<file path="src/rtl/alu32_pkg.sv">
// alu32_pkg: shared definitions for the alu32 scheduler block.
//   - ALU select codes understood by alu32
//   - sel_legal(): true for the four codes alu32 implements
//   - sched_state_t: scheduler FSM state encoding
package alu32_pkg;

  localparam logic [3:0] SEL_AND = 4'd0;
  localparam logic [3:0] SEL_OR  = 4'd1;
  localparam logic [3:0] SEL_XOR = 4'd2;
  localparam logic [3:0] SEL_ADD = 4'd3;

  typedef enum logic [1:0] {
    ST_IDLE = 2'd0,
    ST_EXEC = 2'd1,
    ST_CAPT = 2'd2,
    ST_RESP = 2'd3
  } sched_state_t;

  // Codes 0..3 are implemented; anything with a bit set in [3:2] is illegal.
  function automatic logic sel_legal(input logic [3:0] sel);
    return (sel[3:2] == 2'b00);
  endfunction

endpackage

</file>
<file path="src/rtl/alu32_sched_if.sv">
// alu32_sched_if: bus between the requesters/consumer, the scheduler and alu32.
//   req_*  : NREQ requester lanes (operands packed 32 bits per lane, sel 4 bits)
//   alu_*  : registered operands/select to alu32 and its registered result
//   rsp_*  : single response channel carrying the owning requester index
// Handshakes (req and rsp): a transfer happens on a rising edge where valid and
// ready are both high. The source holds valid and its payload stable until that
// edge; ready may depend combinationally on valid, never the other way round.
// modport master = requester/consumer/alu32 side, modport slave = scheduler.
interface alu32_sched_if #(
  parameter int NREQ = 4,
  parameter int IDW  = 2
);
  logic [NREQ-1:0]    req_valid;
  logic [NREQ-1:0]    req_ready;
  logic [NREQ*32-1:0] req_a;
  logic [NREQ*32-1:0] req_b;
  logic [NREQ*4-1:0]  req_sel;
  logic [31:0]        alu_a;
  logic [31:0]        alu_b;
  logic [3:0]         alu_sel;
  logic [31:0]        alu_out;
  logic               rsp_valid;
  logic               rsp_ready;
  logic [IDW-1:0]     rsp_id;
  logic [31:0]        rsp_data;
  logic               rsp_err;

  modport master (
    output req_valid, req_a, req_b, req_sel, rsp_ready, alu_out,
    input  req_ready, alu_a, alu_b, alu_sel, rsp_valid, rsp_id, rsp_data, rsp_err
  );

  modport slave (
    input  req_valid, req_a, req_b, req_sel, rsp_ready, alu_out,
    output req_ready, alu_a, alu_b, alu_sel, rsp_valid, rsp_id, rsp_data, rsp_err
  );
endinterface

</file>
<file path="src/rtl/alu32_sched_rr_arbiter.sv">
// rr_arbiter: round-robin arbiter with its own priority pointer.
//   clk, rst   : clock, synchronous active-high reset
//   req        : request vector
//   advance    : grant is being taken this cycle; pointer moves past the winner
//   grant      : one-hot winner (zero when no request)
//   grant_idx  : encoded winner
//   ptr        : current priority pointer (search starts here, wraps upward)
module rr_arbiter #(
  parameter int NREQ = 4,
  parameter int IDW  = 2
) (
  input  logic            clk,
  input  logic            rst,
  input  logic [NREQ-1:0] req,
  input  logic            advance,
  output logic [NREQ-1:0] grant,
  output logic [IDW-1:0]  grant_idx,
  output logic [IDW-1:0]  ptr
);

  localparam logic [IDW:0] NREQ_W = (IDW+1)'(NREQ);

  logic [IDW-1:0] ptr_q, ptr_d;
  logic           found;
  logic [IDW:0]   sum;
  logic [IDW-1:0] cand;
  logic [IDW:0]   nxt;

  always_comb begin
    grant     = '0;
    grant_idx = '0;
    found     = 1'b0;
    sum       = '0;
    cand      = '0;
    // Walk ptr, ptr+1, ... modulo NREQ; first requester seen wins.
    for (int i = 0; i < NREQ; i++) begin
      sum = {1'b0, ptr_q} + (IDW+1)'(i);
      if (sum >= NREQ_W) sum = sum - NREQ_W;
      cand = sum[IDW-1:0];
      if (!found && req[cand]) begin
        found       = 1'b1;
        grant[cand] = 1'b1;
        grant_idx   = cand;
      end
    end
  end

  always_comb begin
    ptr_d = ptr_q;
    nxt   = {1'b0, grant_idx} + 1'b1;
    if (nxt == NREQ_W) nxt = '0;
    if (advance && found) ptr_d = nxt[IDW-1:0];
  end

  always_ff @(posedge clk) begin
    if (rst) ptr_q <= '0;
    else     ptr_q <= ptr_d;
  end

  assign ptr = ptr_q;

endmodule

</file>
<file path="src/rtl/alu32_sched.sv">
// alu32_sched: shares one registered 32-bit ALU among NREQ requesters.
//   clk, rst  : clock, synchronous active-high reset
//   bus       : alu32_sched_if slave (requests, alu32 operands/result, response)
//   dbg_state : current FSM state
//   dbg_ptr   : round-robin priority pointer
// One operation in flight at a time: IDLE accepts, EXEC lets alu32 sample its
// operands, CAPT stores the result, RESP holds it until the consumer takes it.
// Illegal select codes skip the ALU and go straight to RESP with rsp_err set.
module alu32_sched
  import alu32_pkg::*;
#(
  parameter int NREQ = 4,
  parameter int IDW  = 2
) (
  input  logic           clk,
  input  logic           rst,
  alu32_sched_if.slave   bus,
  output sched_state_t   dbg_state,
  output logic [IDW-1:0] dbg_ptr
);

  sched_state_t    state_q, state_d;
  logic [31:0]     alu_a_q, alu_a_d;
  logic [31:0]     alu_b_q, alu_b_d;
  logic [3:0]      alu_sel_q, alu_sel_d;
  logic            rsp_valid_q, rsp_valid_d;
  logic [IDW-1:0]  rsp_id_q, rsp_id_d;
  logic [31:0]     rsp_data_q, rsp_data_d;
  logic            rsp_err_q, rsp_err_d;

  logic [NREQ-1:0] grant;
  logic [IDW-1:0]  grant_idx;
  logic            advance;
  logic [NREQ-1:0] req_ready;
  logic [3:0]      sel_g;

  rr_arbiter #(.NREQ(NREQ), .IDW(IDW)) u_arb (
    .clk       (clk),
    .rst       (rst),
    .req       (bus.req_valid),
    .advance   (advance),
    .grant     (grant),
    .grant_idx (grant_idx),
    .ptr       (dbg_ptr)
  );

  always_comb begin
    state_d     = state_q;
    alu_a_d     = alu_a_q;
    alu_b_d     = alu_b_q;
    alu_sel_d   = alu_sel_q;
    rsp_valid_d = rsp_valid_q;
    rsp_id_d    = rsp_id_q;
    rsp_data_d  = rsp_data_q;
    rsp_err_d   = rsp_err_q;
    advance     = 1'b0;
    req_ready   = '0;
    sel_g       = bus.req_sel[{grant_idx, 2'b00} +: 4];

    case (state_q)
      ST_IDLE: begin
        // The granted lane is ready, so any pending request is accepted now.
        if (|bus.req_valid) begin
          req_ready = rst ? '0 : grant;
          advance   = 1'b1;
          rsp_id_d  = grant_idx;
          if (sel_legal(sel_g)) begin
            alu_a_d   = bus.req_a[{grant_idx, 5'b00000} +: 32];
            alu_b_d   = bus.req_b[{grant_idx, 5'b00000} +: 32];
            alu_sel_d = sel_g;
            state_d   = ST_EXEC;
          end else begin
            rsp_data_d  = '0;
            rsp_err_d   = 1'b1;
            rsp_valid_d = 1'b1;
            state_d     = ST_RESP;
          end
        end
      end
      ST_EXEC: state_d = ST_CAPT;  // alu32 registers alu_* on this edge
      ST_CAPT: begin
        rsp_data_d  = bus.alu_out;
        rsp_err_d   = 1'b0;
        rsp_valid_d = 1'b1;
        state_d     = ST_RESP;
      end
      ST_RESP: begin
        if (bus.rsp_ready) begin
          rsp_valid_d = 1'b0;
          state_d     = ST_IDLE;
        end
      end
      default: state_d = ST_IDLE;
    endcase
  end

  always_ff @(posedge clk) begin
    if (rst) begin
      state_q     <= ST_IDLE;
      alu_a_q     <= '0;
      alu_b_q     <= '0;
      alu_sel_q   <= '0;
      rsp_valid_q <= 1'b0;
      rsp_id_q    <= '0;
      rsp_data_q  <= '0;
      rsp_err_q   <= 1'b0;
    end else begin
      state_q     <= state_d;
      alu_a_q     <= alu_a_d;
      alu_b_q     <= alu_b_d;
      alu_sel_q   <= alu_sel_d;
      rsp_valid_q <= rsp_valid_d;
      rsp_id_q    <= rsp_id_d;
      rsp_data_q  <= rsp_data_d;
      rsp_err_q   <= rsp_err_d;
    end
  end

  assign bus.req_ready = req_ready;
  assign bus.alu_a     = alu_a_q;
  assign bus.alu_b     = alu_b_q;
  assign bus.alu_sel   = alu_sel_q;
  assign bus.rsp_valid = rsp_valid_q;
  assign bus.rsp_id    = rsp_id_q;
  assign bus.rsp_data  = rsp_data_q;
  assign bus.rsp_err   = rsp_err_q;
  assign dbg_state     = state_q;

endmodule

</file>
<file path="src/flat_wrapper.sv">
// flat-port wrapper written by rule: the top's interface ports become plain ports
module alu32_sched_flat import alu32_pkg::*;
#(
  parameter int NREQ = 4,
  parameter int IDW  = 2
)
  (clk, rst, dbg_state, dbg_ptr, bus_req_valid, bus_req_a, bus_req_b, bus_req_sel, bus_rsp_ready, bus_alu_out, bus_req_ready, bus_alu_a, bus_alu_b, bus_alu_sel, bus_rsp_valid, bus_rsp_id, bus_rsp_data, bus_rsp_err);
  alu32_sched_if #(.NREQ(NREQ), .IDW(IDW)) bus_i ();
  input  logic clk;
  input  logic rst;
  output sched_state_t dbg_state;
  output logic [IDW-1:0] dbg_ptr;
  input wire logic [$bits(bus_i.req_valid)-1:0] bus_req_valid;
  input wire logic [$bits(bus_i.req_a)-1:0] bus_req_a;
  input wire logic [$bits(bus_i.req_b)-1:0] bus_req_b;
  input wire logic [$bits(bus_i.req_sel)-1:0] bus_req_sel;
  input wire logic [$bits(bus_i.rsp_ready)-1:0] bus_rsp_ready;
  input wire logic [$bits(bus_i.alu_out)-1:0] bus_alu_out;
  output wire logic [$bits(bus_i.req_ready)-1:0] bus_req_ready;
  output wire logic [$bits(bus_i.alu_a)-1:0] bus_alu_a;
  output wire logic [$bits(bus_i.alu_b)-1:0] bus_alu_b;
  output wire logic [$bits(bus_i.alu_sel)-1:0] bus_alu_sel;
  output wire logic [$bits(bus_i.rsp_valid)-1:0] bus_rsp_valid;
  output wire logic [$bits(bus_i.rsp_id)-1:0] bus_rsp_id;
  output wire logic [$bits(bus_i.rsp_data)-1:0] bus_rsp_data;
  output wire logic [$bits(bus_i.rsp_err)-1:0] bus_rsp_err;
  assign bus_i.req_valid = bus_req_valid;
  assign bus_i.req_a = bus_req_a;
  assign bus_i.req_b = bus_req_b;
  assign bus_i.req_sel = bus_req_sel;
  assign bus_i.rsp_ready = bus_rsp_ready;
  assign bus_i.alu_out = bus_alu_out;
  assign bus_req_ready = bus_i.req_ready;
  assign bus_alu_a = bus_i.alu_a;
  assign bus_alu_b = bus_i.alu_b;
  assign bus_alu_sel = bus_i.alu_sel;
  assign bus_rsp_valid = bus_i.rsp_valid;
  assign bus_rsp_id = bus_i.rsp_id;
  assign bus_rsp_data = bus_i.rsp_data;
  assign bus_rsp_err = bus_i.rsp_err;
  alu32_sched #(.NREQ(NREQ), .IDW(IDW)) u_core (.clk(clk), .rst(rst), .bus(bus_i), .dbg_state(dbg_state), .dbg_ptr(dbg_ptr));
endmodule
</file>
<file path="config.mk">
export PLATFORM = sky130hd
export DESIGN_NAME = alu32_sched_flat
export DESIGN_NICKNAME = d
export VERILOG_FILES = /design/src/rtl/alu32_pkg.sv /design/src/rtl/alu32_sched_if.sv /design/src/rtl/alu32_sched_rr_arbiter.sv /design/src/rtl/alu32_sched.sv /design/src/flat_wrapper.sv
export SDC_FILE = /design/constraint.sdc
export NUM_CORES = 1
export LEC_CHECK = 0
export BUFFER_PORTS_ARGS = -buffer_cell sky130_fd_sc_hd__buf_2
export CAP_MARGIN = 15
export CORE_AREA = 3 3 163 165
export CTS_CLUSTER_SIZE = 12
export DETAILED_ROUTE_END_ITERATION = 12
export DIE_AREA = 0 0 166 168
export MAX_ROUTING_LAYER = met4
export PLACE_DENSITY = 0.58
export SETUP_SLACK_MARGIN = 0.05
export SKIP_LAST_GASP = 1
export SLEW_MARGIN = 20
export SYNTH_ARGS = -nofsm -noshare
export SYNTH_HDL_FRONTEND = slang
export SYNTH_SLANG_ARGS = --single-unit
</file>
<file path="constraint.sdc">
create_clock -name clk -period 9.3 [get_ports clk]
set_clock_uncertainty 0.2 [all_clocks]
set_input_delay 0.465 -clock clk [delete_from_list [all_inputs] [get_ports clk]]
set_output_delay 0.465 -clock clk [all_outputs]
set_load 0.03 [all_outputs]
</file>
==> impl_summary.txt, run 1 <==
----------------------------------------------------
[Power]
  Maximum ir drop on the vdd rail ... 0.193 mV
  Part of the power in the clock network ... 12.1%
  Leakage power ... 3.97 nW
  Part of the power in registers ... 24.7%
  Pwr/cell area ... 367 nW/um^2
  Switching share of total power ... 45.8%
  Switching power ... 1.40 mW
  Comb power frac ... 63.2%
  Final total power ... 3.06 mW
  Total internal power ... 1.66 mW

[STA]
  Top achievable clock speed ... 0.188 GHz
  Fin Hold WS ... 116 ps
  RSZ-0062 raised after global routing ... false
  Tcrit/Tclk final ... 57.2%
  Number of slew-limit violations in the final report ... 0
  Worst Tran Pin Value ... 1060 ps
  Final setup fails ... 0
  Setup TNS ... 0 ps
  Time the final worst path needs with I/O delays and setup ... 5320 ps
  Worst Setup Slack, final ... 3980 ps
  Worst slew margin relative to its limit ... 29.1%
  Hold violation count in the final report ... 0

[Setup path]
  Data required time of the critical path ... 9390 ps
  CP Max Fanout ... 69
  Chain of cells forming the critical path ... inv_1, ha_1, mux2i_1, a22oi_1, o221ai_1, a21o_4, nand3_2, a31oi_4, buf_4, a22o_1
  Longest individual stage delay on the worst path ... 920 ps
  Capturing element type of the critical path ... flip-flop
  Library cell contributing the largest single delay on the critical path ... sky130_fd_sc_hd__dfxtp_1
  Crit Path Class ... reg -> reg
  Data arrival at the endpoint of the critical path ... 5410 ps
  Startpoint types ... flip-flop

[Route]
  Count of TritonRoute iterations in the first routing pass ... 4
  Post-route DRC ... 0
  Wirelength, routed ... 20,800 um
  Via count ... 5,552
  Mean number of vias per cell ... 4.75
  Starting DRC count in detailed routing ... 292
  Antenna violation net count after detailed routing ... 0
  Wire length per cell ... 17.8 um

[Yosys]
  Fraction of synthesis flops using an asynchronous set or reset pin ... 0%
  Post-synthesis net count ... 760
  Count of synthesis-stage warnings from yosys ... 0
  Count of mapped cells out of synthesis ... 438
  Leading cell types by total area after synthesis ... sky130_fd_sc_hd__dfxtp_1 38%, sky130_fd_sc_hd__mux4_2 27%, sky130_fd_sc_hd__a22o_1 15%, sky130_fd_sc_hd__ha_1 2.4%, sky130_fd_sc_hd__buf_6 2.0%
  Synthesized cell area ... 5740 um^2
  Count of different cell masters after synthesis ... 49
  Most instantiated flip-flop cell in the synthesis netlist ... sky130_fd_sc_hd__dfxtp_1
  EDFF count, synth ... 0
  Syn avg cell area ... 13.1 um^2
  Synth Register Bits ... 108
  Library cell occupying the most area in the post-synthesis netlist ... sky130_fd_sc_hd__dfxtp_1
  Seq/Total Area, Yosys ... 37.7%
  Area share of the leading cell type in the synthesized netlist ... 37.7%

[Cells and area]
  Non-filler cells in the finished layout ... 1,168
  Count of nets after finishing ... 1,155
  Layout-stage area growth over the synthesis result ... 45.2%
  FILL cells ... 2,578
  Post-route cell area ... 8330 um^2
  Ratio of cells with drive above 1 in the final layout ... 63.0%
  Number of diodes ... 0
  Core Util, Final ... 33.1%

[CTS]
  CTS tree ... yes
  Inserted Clock Buffers ... 9
  Post-CTS clock slew at the launch and capture registers of the worst setup and hold paths ... 80 ps
  Hold_buf cts ... 0
  Clock sinks ... 108
  Number of setup buffers added after CTS ... 0
  Number of cells upsized or downsized after cts ... 0
  Maximum clock insertion buffer count ... 2
  CTS Root Cell ... sky130_fd_sc_hd__clkbuf_16
  Latest clock arrival within the worst-skew pair ... 340 ps
  Count of H-tree levels built during CTS ... 3

[Global route]
  Initial antenna violation count ... 0
  Wire length of the first global-routing pass ... 31,600 um
  Vias in the first global route ... 5,498
  Global-route total usage across every layer ... 14.6%
  GRT overflow ... 0
  Largest net degree at the start of global routing ... 70

[Floorplanning]
  Initial standard-cell utilization of the core ... 22.8%
  Die Y-Extent ... 168 um
  Width of the die ... 166 um
  Core area ... 25,200 um^2
  Die Outline Area ... 27,900 um^2
  Total number of placement rows ... 58
  Number of top-level pins ... 423

[Place]
  RD Place Congestion ... 0.864
  Post-detailed-placement cell area ... 8040 um^2
  Setup slack after placement ... 3860 ps
  DP HPWL ... 16,600 um
  DP Cell Count ... 1,151
  Number of port buffers ... 422

[Min path]
  Class of the tightest hold or removal check ... in -> reg

[Run]
  Maximum capacitance violations ... 0

[Outcome]
  Run status ... finished, final reports clean

----------------------------------------------------
==> metal layers <==
layer / GRT usage (%) / vias to the layer above / routed length [um]
li1: - / 2592 / -
met1: 17.7 / 2635 / 8290
met2: 24.3 / 304 / 10300
met3: 3.52 / 21 / 1790
met4: 4.38 / 0 / 409
met5: - / - / 0
==> worst paths after layout <==
kind / from / to / slack, ps / cells past startpoint
max: u_core.u_arb.ptr[0] / u_core.bus.alu_a[31] / 3980 / 10
max reg2reg: u_core.u_arb.ptr[0] / u_core.bus.alu_a[31] / 3980 / 10
min: bus_alu_out[25] / u_core.bus.rsp_data[25] / 120 / 2
min reg2reg: u_core.bus.alu_sel[2] / u_core.bus.alu_sel[2] / 260 / 1
==> power groups by stage <==
stage | Sequential, mW | Clock [mW] | Combinational, mW
after global placement | 0.760 | 0 | 1.95
final | 0.754 | 0.371 | 1.93
after floorplan | 1.08 | 0 | 1.20
after CTS | 0.753 | 0.391 | 1.96
after global routing | 0.778 | 0.409 | 2.09
after detailed placement | 0.760 | 0 | 1.96
==> cell type report <==
type	count	area, um^2	share of cell area [%]
clock buffer	9	225	2.70
clock inverter	7	53.8	0.646
inverter	8	30.0	0.361
multi-input combinational	277	3280	39.3
sequential	108	2160	26.0
tap	330	413	4.96
timing repair buffer	429	2170	26.0
==> kinds of logic after synthesis <==
group | Yosys count | synth area share, %
adder cells (fa/ha/maj) | 11 | 2.40
AND/OR/NAND/NOR | 53 | 5.26
XOR/XNOR | 1 | 0.153
buffers and inverters | 53 | 5.56
AO/OA/AOI/OAI | 138 | 20.9
multiplexers | 74 | 28.0
flip-flops | 108 | 37.7
==> critical path, delay by kind of cell, from the launching register on <==
family	cells	cell delay (ps)
AOI/OAI and AO/OA	5	2130
adders and majority gates	1	540
buffers and inverters	2	800
DFF	1	920
muxes	1	220
and+or+nand+nor	1	380
==> cell usage after synthesis (all sizes together) (2+ instances only) <==
master  count
mux2i       4
buf        35
a21oi       6
inv         8
nand2       5
mux4       69
nor3        9
nor4        2
and3        2
nor2b       3
dfxtp     108
a31oi       3
nand2b      2
and2        3
a22oi       7
a22o       98
o21ai       6
nor2       18
ha         11
nand3       2
a211oi      2
a221oi      6
a311o       2
clkbuf     10
==> registers in the layout (all words and copies together) (netlist names) <==
register / cells
u_core.bus.rsp_id: 2
u_core.bus.alu_b: 32
u_core.bus.rsp_valid: 1
u_core.bus.alu_a: 32
u_core.bus.rsp_data: 32
u_core.dbg_state: 2
u_core.bus.rsp_err: 1
u_core.u_arb.ptr: 2
u_core.bus.alu_sel: 4
==> cell usage in the layout (no fill, tap or decap), drive strengths merged, types with 2 or more instances in the layout <==
| cell | count |
|---|---|
| mux4 | 69 |
| clkbuf | 9 |
| ha | 11 |
| nor2 | 18 |
| nand2 | 5 |
| nor4 | 2 |
| nand3 | 2 |
| a31oi | 3 |
| clkinv | 3 |
| and3 | 2 |
| nor2b | 3 |
| a21oi | 6 |
| a311o | 2 |
| a211oi | 2 |
| o21ai | 6 |
| dfxtp | 108 |
| and2 | 3 |
| a22o | 98 |
| nor3 | 9 |
| buf | 429 |
| a22oi | 7 |
| a221oi | 6 |
| inv | 12 |
| nand2b | 2 |
| mux2i | 4 |
Power figures use the tool's default switching activity.
==> inputs of run 2 (changes only) <==
CORE_AREA = 3 3 162 164   (was 3 3 163 165)
DIE_AREA = 0 0 165 167   (was 0 0 166 168)
PLACE_DENSITY = 0.6   (was 0.58)
clock period = 4.4 ns   (was 9.3 ns; I/O delays follow)
==> run 2 against run 1 <==
Compared with the run above:
- core utilization rose by 1.8 points
- maximum frequency rose by 32%
- global-route usage rose by 0.24 points
- combinational power rose by 120%
- non-clock buffer count rose by 38
- final cell count rose by 3.3%
- clock power rose by 120%
- die area fell by 1.2%
- sequential share of layout area fell by 1.2 points
- total power rose by 120%
- clock-buffer cell count did not move
- highest routed layer unchanged
- via count rose by 4.4%
==> impl_summary.txt, run 2 (synthesis results as in run 1) <==
----------------------------------------------------
[Outcome]
  Run status ... finished, final reports clean (unchanged)

[Global route]
  Global-route track usage on met1 ... 18.4% (was 17.7%)
  Initial antenna violation count ... 0 (unchanged)
  Most Crowded Layer GR ... met2 (unchanged)
  Global-route met3 utilization ... 3.11% (was 3.52%)
  Global-route total usage across every layer ... 14.9% (was 14.6%)
  Global routing met2 resource utilization ... 24.4% (was 24.3%)
  Wire length of the first global-routing pass ... 31,300 um (was 31,600 um)
  Largest net degree at the start of global routing ... 50 (was 70)
  Vias in the first global route ... 5,724 (was 5,498)
  GRT overflow ... 0 (unchanged)

[Setup path]
  Startpoint types ... flip-flop (unchanged)
  Longest individual stage delay on the worst path ... 700 ps (was 920 ps)
  Chain of cells forming the critical path ... inv_1, ha_1, mux2i_1, a22oi_1, o221ai_1, a21o_4, nand3_2, o211a_1, a22o_1 (was inv_1, ha_1, mux2i_1, a22oi_1, o221ai_1, a21o_4, nand3_2, a31oi_4, buf_4, a22o_1)
  CP Max Fanout ... 32 (was 69)
  Data required time of the critical path ... 4430 ps (was 9390 ps)
  Data arrival at the endpoint of the critical path ... 4050 ps (was 5410 ps)
  Crit Path Class ... reg -> reg (unchanged)
  Capturing element type of the critical path ... flip-flop (unchanged)
  Library cell contributing the largest single delay on the critical path ... sky130_fd_sc_hd__o211a_1 (was sky130_fd_sc_hd__dfxtp_1)

[Cells and area]
  FILL cells ... 2,513 (was 2,578)
  Layout-stage area growth over the synthesis result ... 52.2% (was 45.2%)
  Leading cell type in the layout, fill and taps excluded ... sky130_fd_sc_hd__buf_2 (unchanged)
  Count of nets after finishing ... 1,193 (was 1,155)
  Ratio of cells with drive above 1 in the final layout ... 60.8% (was 63.0%)
  Commonest cells after routing, fill and taps aside ... 422 x sky130_fd_sc_hd__buf_2, 108 x sky130_fd_sc_hd__dfxtp_1, 98 x sky130_fd_sc_hd__a22o_1 (unchanged)
  Number of diodes ... 0 (unchanged)

[Floorplanning]
  Initial standard-cell utilization of the core ... 22.9% (was 22.8%)
  Die Y-Extent ... 167 um (was 168 um)
  Width of the die ... 165 um (was 166 um)
  Number of top-level pins ... 423 (unchanged)
  Total number of placement rows ... 58 (unchanged)
  Core area ... 25,000 um^2 (was 25,200 um^2)
  Die Outline Area ... 27,600 um^2 (was 27,900 um^2)

[Route]
  Count of TritonRoute iterations in the first routing pass ... 4 (unchanged)
  Post-route DRC ... 0 (unchanged)
  Wire length per cell ... 17.7 um (was 17.8 um)
  Wirelength, routed ... 21,300 um (was 20,800 um)
  Mean number of vias per cell ... 4.81 (was 4.75)
  Via count ... 5,797 (was 5,552)
  Starting DRC count in detailed routing ... 333 (was 292)
  Antenna violation net count after detailed routing ... 0 (unchanged)

[STA]
  RSZ-0062 raised after global routing ... false (unchanged)
  Setup TNS ... 0 ps (unchanged)
  Worst Tran Pin Value ... 1100 ps (was 1060 ps)
  Worst Setup Slack, final ... 379 ps (was 3980 ps)
  Time the final worst path needs with I/O delays and setup ... 4020 ps (was 5320 ps)
  Final setup fails ... 0 (unchanged)
  Number of slew-limit violations in the final report ... 0 (unchanged)
  Worst slew margin relative to its limit ... 26.9% (was 29.1%)
  Hold violation count in the final report ... 0 (unchanged)
  Top achievable clock speed ... 0.249 GHz (was 0.188 GHz)
  Tcrit/Tclk final ... 91.4% (was 57.2%)

[CTS]
  Post-CTS clock slew at the launch and capture registers of the worst setup and hold paths ... 80 ps (about the same)
  CTS tree ... yes (unchanged)
  Inserted Clock Buffers ... 9 (unchanged)
  Hold_buf cts ... 33 (was 0)
  Latest clock arrival within the worst-skew pair ... 350 ps (was 340 ps)
  Count of H-tree levels built during CTS ... 3 (unchanged)
  Number of setup buffers added after CTS ... 0 (unchanged)
  CTS Root Cell ... sky130_fd_sc_hd__clkbuf_16 (unchanged)
  Number of cells upsized or downsized after cts ... 0 (unchanged)
  Maximum clock insertion buffer count ... 2 (unchanged)
  Clock sinks ... 108 (unchanged)

[Power]
  Leakage power ... 4.14 nW (was 3.97 nW)
  Pwr/cell area ... 755 nW/um^2 (was 367 nW/um^2)
  Maximum ir drop on the vdd rail ... 0.343 mV (was 0.193 mV)

[Place]
  RD Place Congestion ... 0.823 (was 0.864)
  Setup slack after placement ... 441 ps (was 3860 ps)
  DP HPWL ... 16,300 um (was 16,600 um)
  Number of port buffers ... 422 (unchanged)

[Min path]
  Class of the tightest hold or removal check ... in -> reg (unchanged)

[Run]
  Maximum capacitance violations ... 0 (unchanged)

----------------------------------------------------
==> run 2: path summary, 6_finish.rpt <==
kind	start	end	slack, ps	cells after the start
worst min-delay path	rst	u_core.bus.rsp_id[1]	30	2
worst min register to register	u_core.bus.alu_sel[2]	u_core.bus.alu_sel[2]	260	1
worst max-delay path	u_core.u_arb.ptr[1]	u_core.bus.rsp_data[3]	380	9
worst max register to register	u_core.u_arb.ptr[1]	u_core.bus.rsp_data[3]	380	9
==> run 2: worst max-delay path: cells and delay by family, from the launching register on <==
family	cells	cell delay, ps
and+or+nand+nor	1	280
buffers and inverters	1	180
adders and majority gates	1	480
AOI/OAI and AO/OA	5	1930
muxes	1	230
DFF	1	560
==> run 2: layer usage <==
layer	part of all wire, %	vias up
li1	-	2667
met1	40	2804
met2	49	301
met3	8.5	25
met4	1.6	0
met5	0	-
==> run 2: layout make-up <==
cell class                 instances  area, um^2  area share [%]
tap                              330         413            4.73
multi-input combinational        277        3280            37.5
sequential                       108        2160            24.8
timing repair buffer             467        2570            29.4
inverter                           8        30.0           0.344
clock buffer                       9         225            2.58
clock inverter                     7        56.3           0.645
==> run 2: through the flow <==
| step | total power [mW] | utilization [%] | hold WS [ps] | instances | area [um^2] |
|---|---|---|---|---|---|
| detailed placement | 5.82 | 32.4 | 233 | 1157 | 8120 |
| global placement | 5.78 | 32.4 | 230 | 1157 | 8120 |
| finish | 6.59 | 34.9 | 33.5 | 1206 | 8730 |
| floorplan | 4.82 | - | 145 | 438 | 5740 |
| global route | 7.02 | 34.9 | 24.6 | 1206 | 8730 |
| CTS | 6.69 | 34.9 | 2.81 | 1206 | 8730 |
==> run 2: power by group <==
group          internal (mW)  total, mW  switching [mW]
combinational           1.86       4.24            2.39
sequential              1.35       1.55           0.202
clock                  0.394      0.798           0.405
total                   3.60       6.59            2.99
==> inputs of run 3 (changes only) <==
ABC_AREA = 1   (was default)
CORE_AREA = 3 3 164 166   (was 3 3 162 164)
DIE_AREA = 0 0 167 169   (was 0 0 165 167)
PLACE_DENSITY = 0.66   (was 0.6)
==> run 3 against run 2 <==
Compared with the run above:
- total power is 26% higher
- hold slack worse by 20 ps
- area after synthesis up 27%
- via count rose by 54%
- clock power rose by 7.4%
- routed wire length increased by 35%
- clock-buffer cell count grew 1
- flip-flop and latch count stayed put
==> impl_summary.txt, run 3 <==
----------------------------------------------------
[Yosys]
  Fraction of synthesis flops using an asynchronous set or reset pin ... 0% (unchanged)
  Count of mapped cells out of synthesis ... 1,249 (was 438)
  Syn avg cell area ... 5.84 um^2 (was 13.1 um^2)
  Most frequent cell after synthesis ... sky130_fd_sc_hd__nand2_1 (was sky130_fd_sc_hd__dfxtp_1)
  Post-synthesis net count ... 1,571 (was 760)
  Most instantiated flip-flop cell in the synthesis netlist ... sky130_fd_sc_hd__dfxtp_1 (unchanged)
  Leading cell types by total area after synthesis ... sky130_fd_sc_hd__dfxtp_1 30%, sky130_fd_sc_hd__nand2_1 23%, sky130_fd_sc_hd__nor2_1 12%, sky130_fd_sc_hd__o2bb2ai_1 7.9%, sky130_fd_sc_hd__inv_1 6.3% (was sky130_fd_sc_hd__dfxtp_1 38%, sky130_fd_sc_hd__mux4_2 27%, sky130_fd_sc_hd__a22o_1 15%, sky130_fd_sc_hd__ha_1 2.4%, sky130_fd_sc_hd__buf_6 2.0%)
  EDFF count, synth ... 0 (unchanged)
  Count of synthesis-stage warnings from yosys ... 0 (unchanged)
  Library cell occupying the most area in the post-synthesis netlist ... sky130_fd_sc_hd__dfxtp_1 (unchanged)
  Synthesized cell area ... 7290 um^2 (was 5740 um^2)
  Synth Register Bits ... 108 (unchanged)
  Seq/Total Area, Yosys ... 29.7% (was 37.7%)
  Area share of the leading cell type in the synthesized netlist ... 29.7% (was 37.7%)
  Top post-synthesis cells by count ... 453 x sky130_fd_sc_hd__nand2_1, 242 x sky130_fd_sc_hd__nor2_1, 122 x sky130_fd_sc_hd__inv_1, 108 x sky130_fd_sc_hd__dfxtp_1, 69 x sky130_fd_sc_hd__o21ai_0 (was 108 x sky130_fd_sc_hd__dfxtp_1, 98 x sky130_fd_sc_hd__a22o_1, 69 x sky130_fd_sc_hd__mux4_2, 18 x sky130_fd_sc_hd__nor2_1, 15 x sky130_fd_sc_hd__buf_2)
  Count of different cell masters after synthesis ... 32 (was 49)

[Floorplanning]
  Width of the die ... 167 um (was 165 um)
  Number of top-level pins ... 423 (unchanged)
  Core area ... 25,800 um^2 (was 25,000 um^2)
  Die Y-Extent ... 169 um (was 167 um)
  Initial standard-cell utilization of the core ... 28.3% (was 22.9%)
  Die Outline Area ... 28,200 um^2 (was 27,600 um^2)
  Total number of placement rows ... 59 (was 58)

[CTS]
  Hold_buf cts ... 17 (was 33)
  Maximum clock insertion buffer count ... 2 (unchanged)
  Post-CTS clock slew at the launch and capture registers of the worst setup and hold paths ... 90 ps (was 80 ps)
  Inserted Clock Buffers ... 9 (unchanged)
  CTS tree ... yes (unchanged)
  Number of setup buffers added after CTS ... 0 (unchanged)
  Clock sinks ... 108 (unchanged)
  Number of cells upsized or downsized after cts ... 0 (unchanged)
  CTS Root Cell ... sky130_fd_sc_hd__clkbuf_16 (unchanged)
  Latest clock arrival within the worst-skew pair ... 360 ps (was 350 ps)
  Count of H-tree levels built during CTS ... 3 (unchanged)

[Route]
  Wirelength, routed ... 28,800 um (was 21,300 um)
  Mean number of vias per cell ... 4.53 (was 4.81)
  Top routing layer in use ... met4 (unchanged)
  Routed met3 length ... 2240 um (was 1810 um)
  Wire length per cell ... 14.6 um (was 17.7 um)
  Via count ... 8,955 (was 5,797)
  Count of TritonRoute iterations in the first routing pass ... 5 (was 4)
  Starting DRC count in detailed routing ... 542 (was 333)
  Met2 Routed Length ... 13,600 um (was 10,500 um)
  Post-route DRC ... 0 (unchanged)
  Routed metal-1 wire length ... 12,400 um (was 8630 um)
  Antenna violation net count after detailed routing ... 0 (unchanged)

[Cells and area]
  Non-filler cells in the finished layout ... 1,976 (was 1,206)
  Ratio of cells with drive above 1 in the final layout ... 29.0% (was 60.8%)
  Layout-stage area growth over the synthesis result ... 38.2% (was 52.2%)
  Commonest cells after routing, fill and taps aside ... 453 x sky130_fd_sc_hd__nand2_1, 422 x sky130_fd_sc_hd__buf_2, 242 x sky130_fd_sc_hd__nor2_1 (was 422 x sky130_fd_sc_hd__buf_2, 108 x sky130_fd_sc_hd__dfxtp_1, 98 x sky130_fd_sc_hd__a22o_1)
  Count of nets after finishing ... 1,950 (was 1,193)
  Core Util, Final ... 39.1% (was 34.9%)
  Leading cell type in the layout, fill and taps excluded ... sky130_fd_sc_hd__nand2_1 (was sky130_fd_sc_hd__buf_2)
  Post-route cell area ... 10,100 um^2 (was 8730 um^2)

[Place]
  Post-detailed-placement cell area ... 9580 um^2 (was 8120 um^2)
  DP Cell Count ... 1,935 (was 1,157)
  Setup slack after placement ... 881 ps (was 441 ps)
  Number of port buffers ... 422 (unchanged)
  RD Place Congestion ... 0.943 (was 0.823)
  DP HPWL ... 21,300 um (was 16,300 um)

[STA]
  Fin Hold WS ... 13.6 ps (was 33.5 ps)
  Worst slew margin relative to its limit ... 36.6% (was 26.9%)
  Tcrit/Tclk final ... 81.9% (was 91.4%)
  Time the final worst path needs with I/O delays and setup ... 3600 ps (was 4020 ps)
  Worst Tran Pin Value ... 949 ps (was 1100 ps)
  RSZ-0062 raised after global routing ... false (unchanged)
  Setup TNS ... 0 ps (unchanged)
  Number of slew-limit violations in the final report ... 0 (unchanged)
  Final setup fails ... 0 (unchanged)
  Hold violation count in the final report ... 0 (unchanged)
  Top achievable clock speed ... 0.278 GHz (was 0.249 GHz)
  Worst Setup Slack, final ... 797 ps (was 379 ps)

[Setup path]
  Worst Reg-to-Reg Cells ... 15 (was 9)
  Crit Path Class ... reg -> out (was reg -> reg)
  Flop-to-flop setup slack ... 900 ps (was 380 ps)
  Startpoint types ... flip-flop (unchanged)
  Capturing element type of the critical path ... output pin (was flip-flop)
  Data arrival at the endpoint of the critical path ... 3180 ps (was 4050 ps)
  Worst R2R End ... u_core.bus.alu_b[28] (was u_core.bus.rsp_data[3])
  Data required time of the critical path ... 3980 ps (was 4430 ps)
  CP Max Fanout ... 14 (was 32)
  Origin of the critical flop-to-flop path ... u_core.u_arb.ptr[0] (was u_core.u_arb.ptr[1])

[Global route]
  GRT overflow ... 0 (unchanged)
  Largest net degree at the start of global routing ... 134 (was 50)
  Initial antenna violation count ... 8 (was 0)
  Global-route total usage across every layer ... 20.1% (was 14.9%)
  Vias in the first global route ... 8,317 (was 5,724)
  Wire length of the first global-routing pass ... 44,700 um (was 31,300 um)

[Power]
  Final total power ... 8.33 mW (was 6.59 mW)
  Leakage power ... 5.73 nW (was 4.14 nW)
  Maximum ir drop on the vdd rail ... 0.625 mV (was 0.343 mV)
  Pwr/cell area ... 827 nW/um^2 (was 755 nW/um^2)

[Min path]
  Number of cells on the worst hold path ... 5 (was 2)
  Hold Path Sink ... u_core.bus.rsp_data[23] (was u_core.bus.rsp_id[1])
  Hold wc startpoint ... bus_alu_out[23] (was rst)
  Class of the tightest hold or removal check ... in -> reg (unchanged)

[Run]
  Maximum capacitance violations ... 0 (unchanged)

[Outcome]
  Run status ... finished, final reports clean (unchanged)

----------------------------------------------------
run 3: cell count changes after synthesis, moves of 9 or more:
cell                        previous run  this run
sky130_fd_sc_hd__nand2_1               5       453
sky130_fd_sc_hd__a21oi_1               5        14
sky130_fd_sc_hd__mux4_2               69         0
sky130_fd_sc_hd__clkbuf_1             10        41
sky130_fd_sc_hd__o2bb2ai_1             0        66
sky130_fd_sc_hd__o21ai_0               3        69
sky130_fd_sc_hd__nand3_1               0        46
sky130_fd_sc_hd__nor2_1               18       242
sky130_fd_sc_hd__a22o_1               98         0
sky130_fd_sc_hd__inv_1                 8       122
sky130_fd_sc_hd__nand2_2               0         9
run 3: worst max-delay path, stage by stage (launching register included):
cell	delay, ps
sky130_fd_sc_hd__dfxtp_1	680
sky130_fd_sc_hd__inv_6	120
sky130_fd_sc_hd__ha_1	420
sky130_fd_sc_hd__inv_1	80
sky130_fd_sc_hd__nand3_1	100
sky130_fd_sc_hd__nand2_2	120
sky130_fd_sc_hd__nand3_1	150
sky130_fd_sc_hd__nor2_1	80
sky130_fd_sc_hd__nor2_1	340
sky130_fd_sc_hd__inv_1	170
sky130_fd_sc_hd__nor2_1	240
sky130_fd_sc_hd__nand2_1	90
sky130_fd_sc_hd__inv_1	60
sky130_fd_sc_hd__buf_2	180
run 3: worst max-delay path by stage:
stage | start | slack, ps | endpoint | cells after the start
after floorplan | u_core.u_arb.ptr[1] | 1470 | u_core.bus.rsp_data[14] | 17
after global placement | u_core.u_arb.ptr[0] | 960 | u_core.bus.rsp_data[22] | 14
after detailed placement | u_core.u_arb.ptr[0] | 880 | u_core.bus.rsp_data[12] | 14
after CTS | u_core.u_arb.ptr[0] | 810 | bus_req_ready[0] | 13
after global routing | u_core.u_arb.ptr[0] | 500 | u_core.bus.alu_b[16] | 15
final | u_core.u_arb.ptr[0] | 800 | bus_req_ready[3] | 13
run 3: cells by family after synthesis:
group	after synthesis	share of synthesized area, %
AND/OR/NAND/NOR	758	40.9
buffers and inverters	210	12.5
flip-flops	108	29.7
XOR/XNOR	1	0.120
adder cells (fa/ha/maj)	11	1.89
AO/OA/AOI/OAI	161	15.0
run 3: layout make-up:
type | instances | area [um^2]
sequential | 108 | 2160
antenna | 8 | 20.0
tap | 335 | 419
clock buffer | 10 | 239
clock inverter | 6 | 60.1
multi-input combinational | 931 | 4240
timing repair buffer | 451 | 2450
inverter | 127 | 487
fill | 2807 | 15700
run 3: layer usage:
metal	GRT usage, %	up-vias
met3	5.84	38
met1	24.1	3973
li1	-	4630
met5	-	-
met4	6.13	0
met2	32.8	314
run 3: where the power goes:
group	switching [mW]	internal, mW
clock network	0.441	0.416
logic	4.14	1.93
registers	0.147	1.26
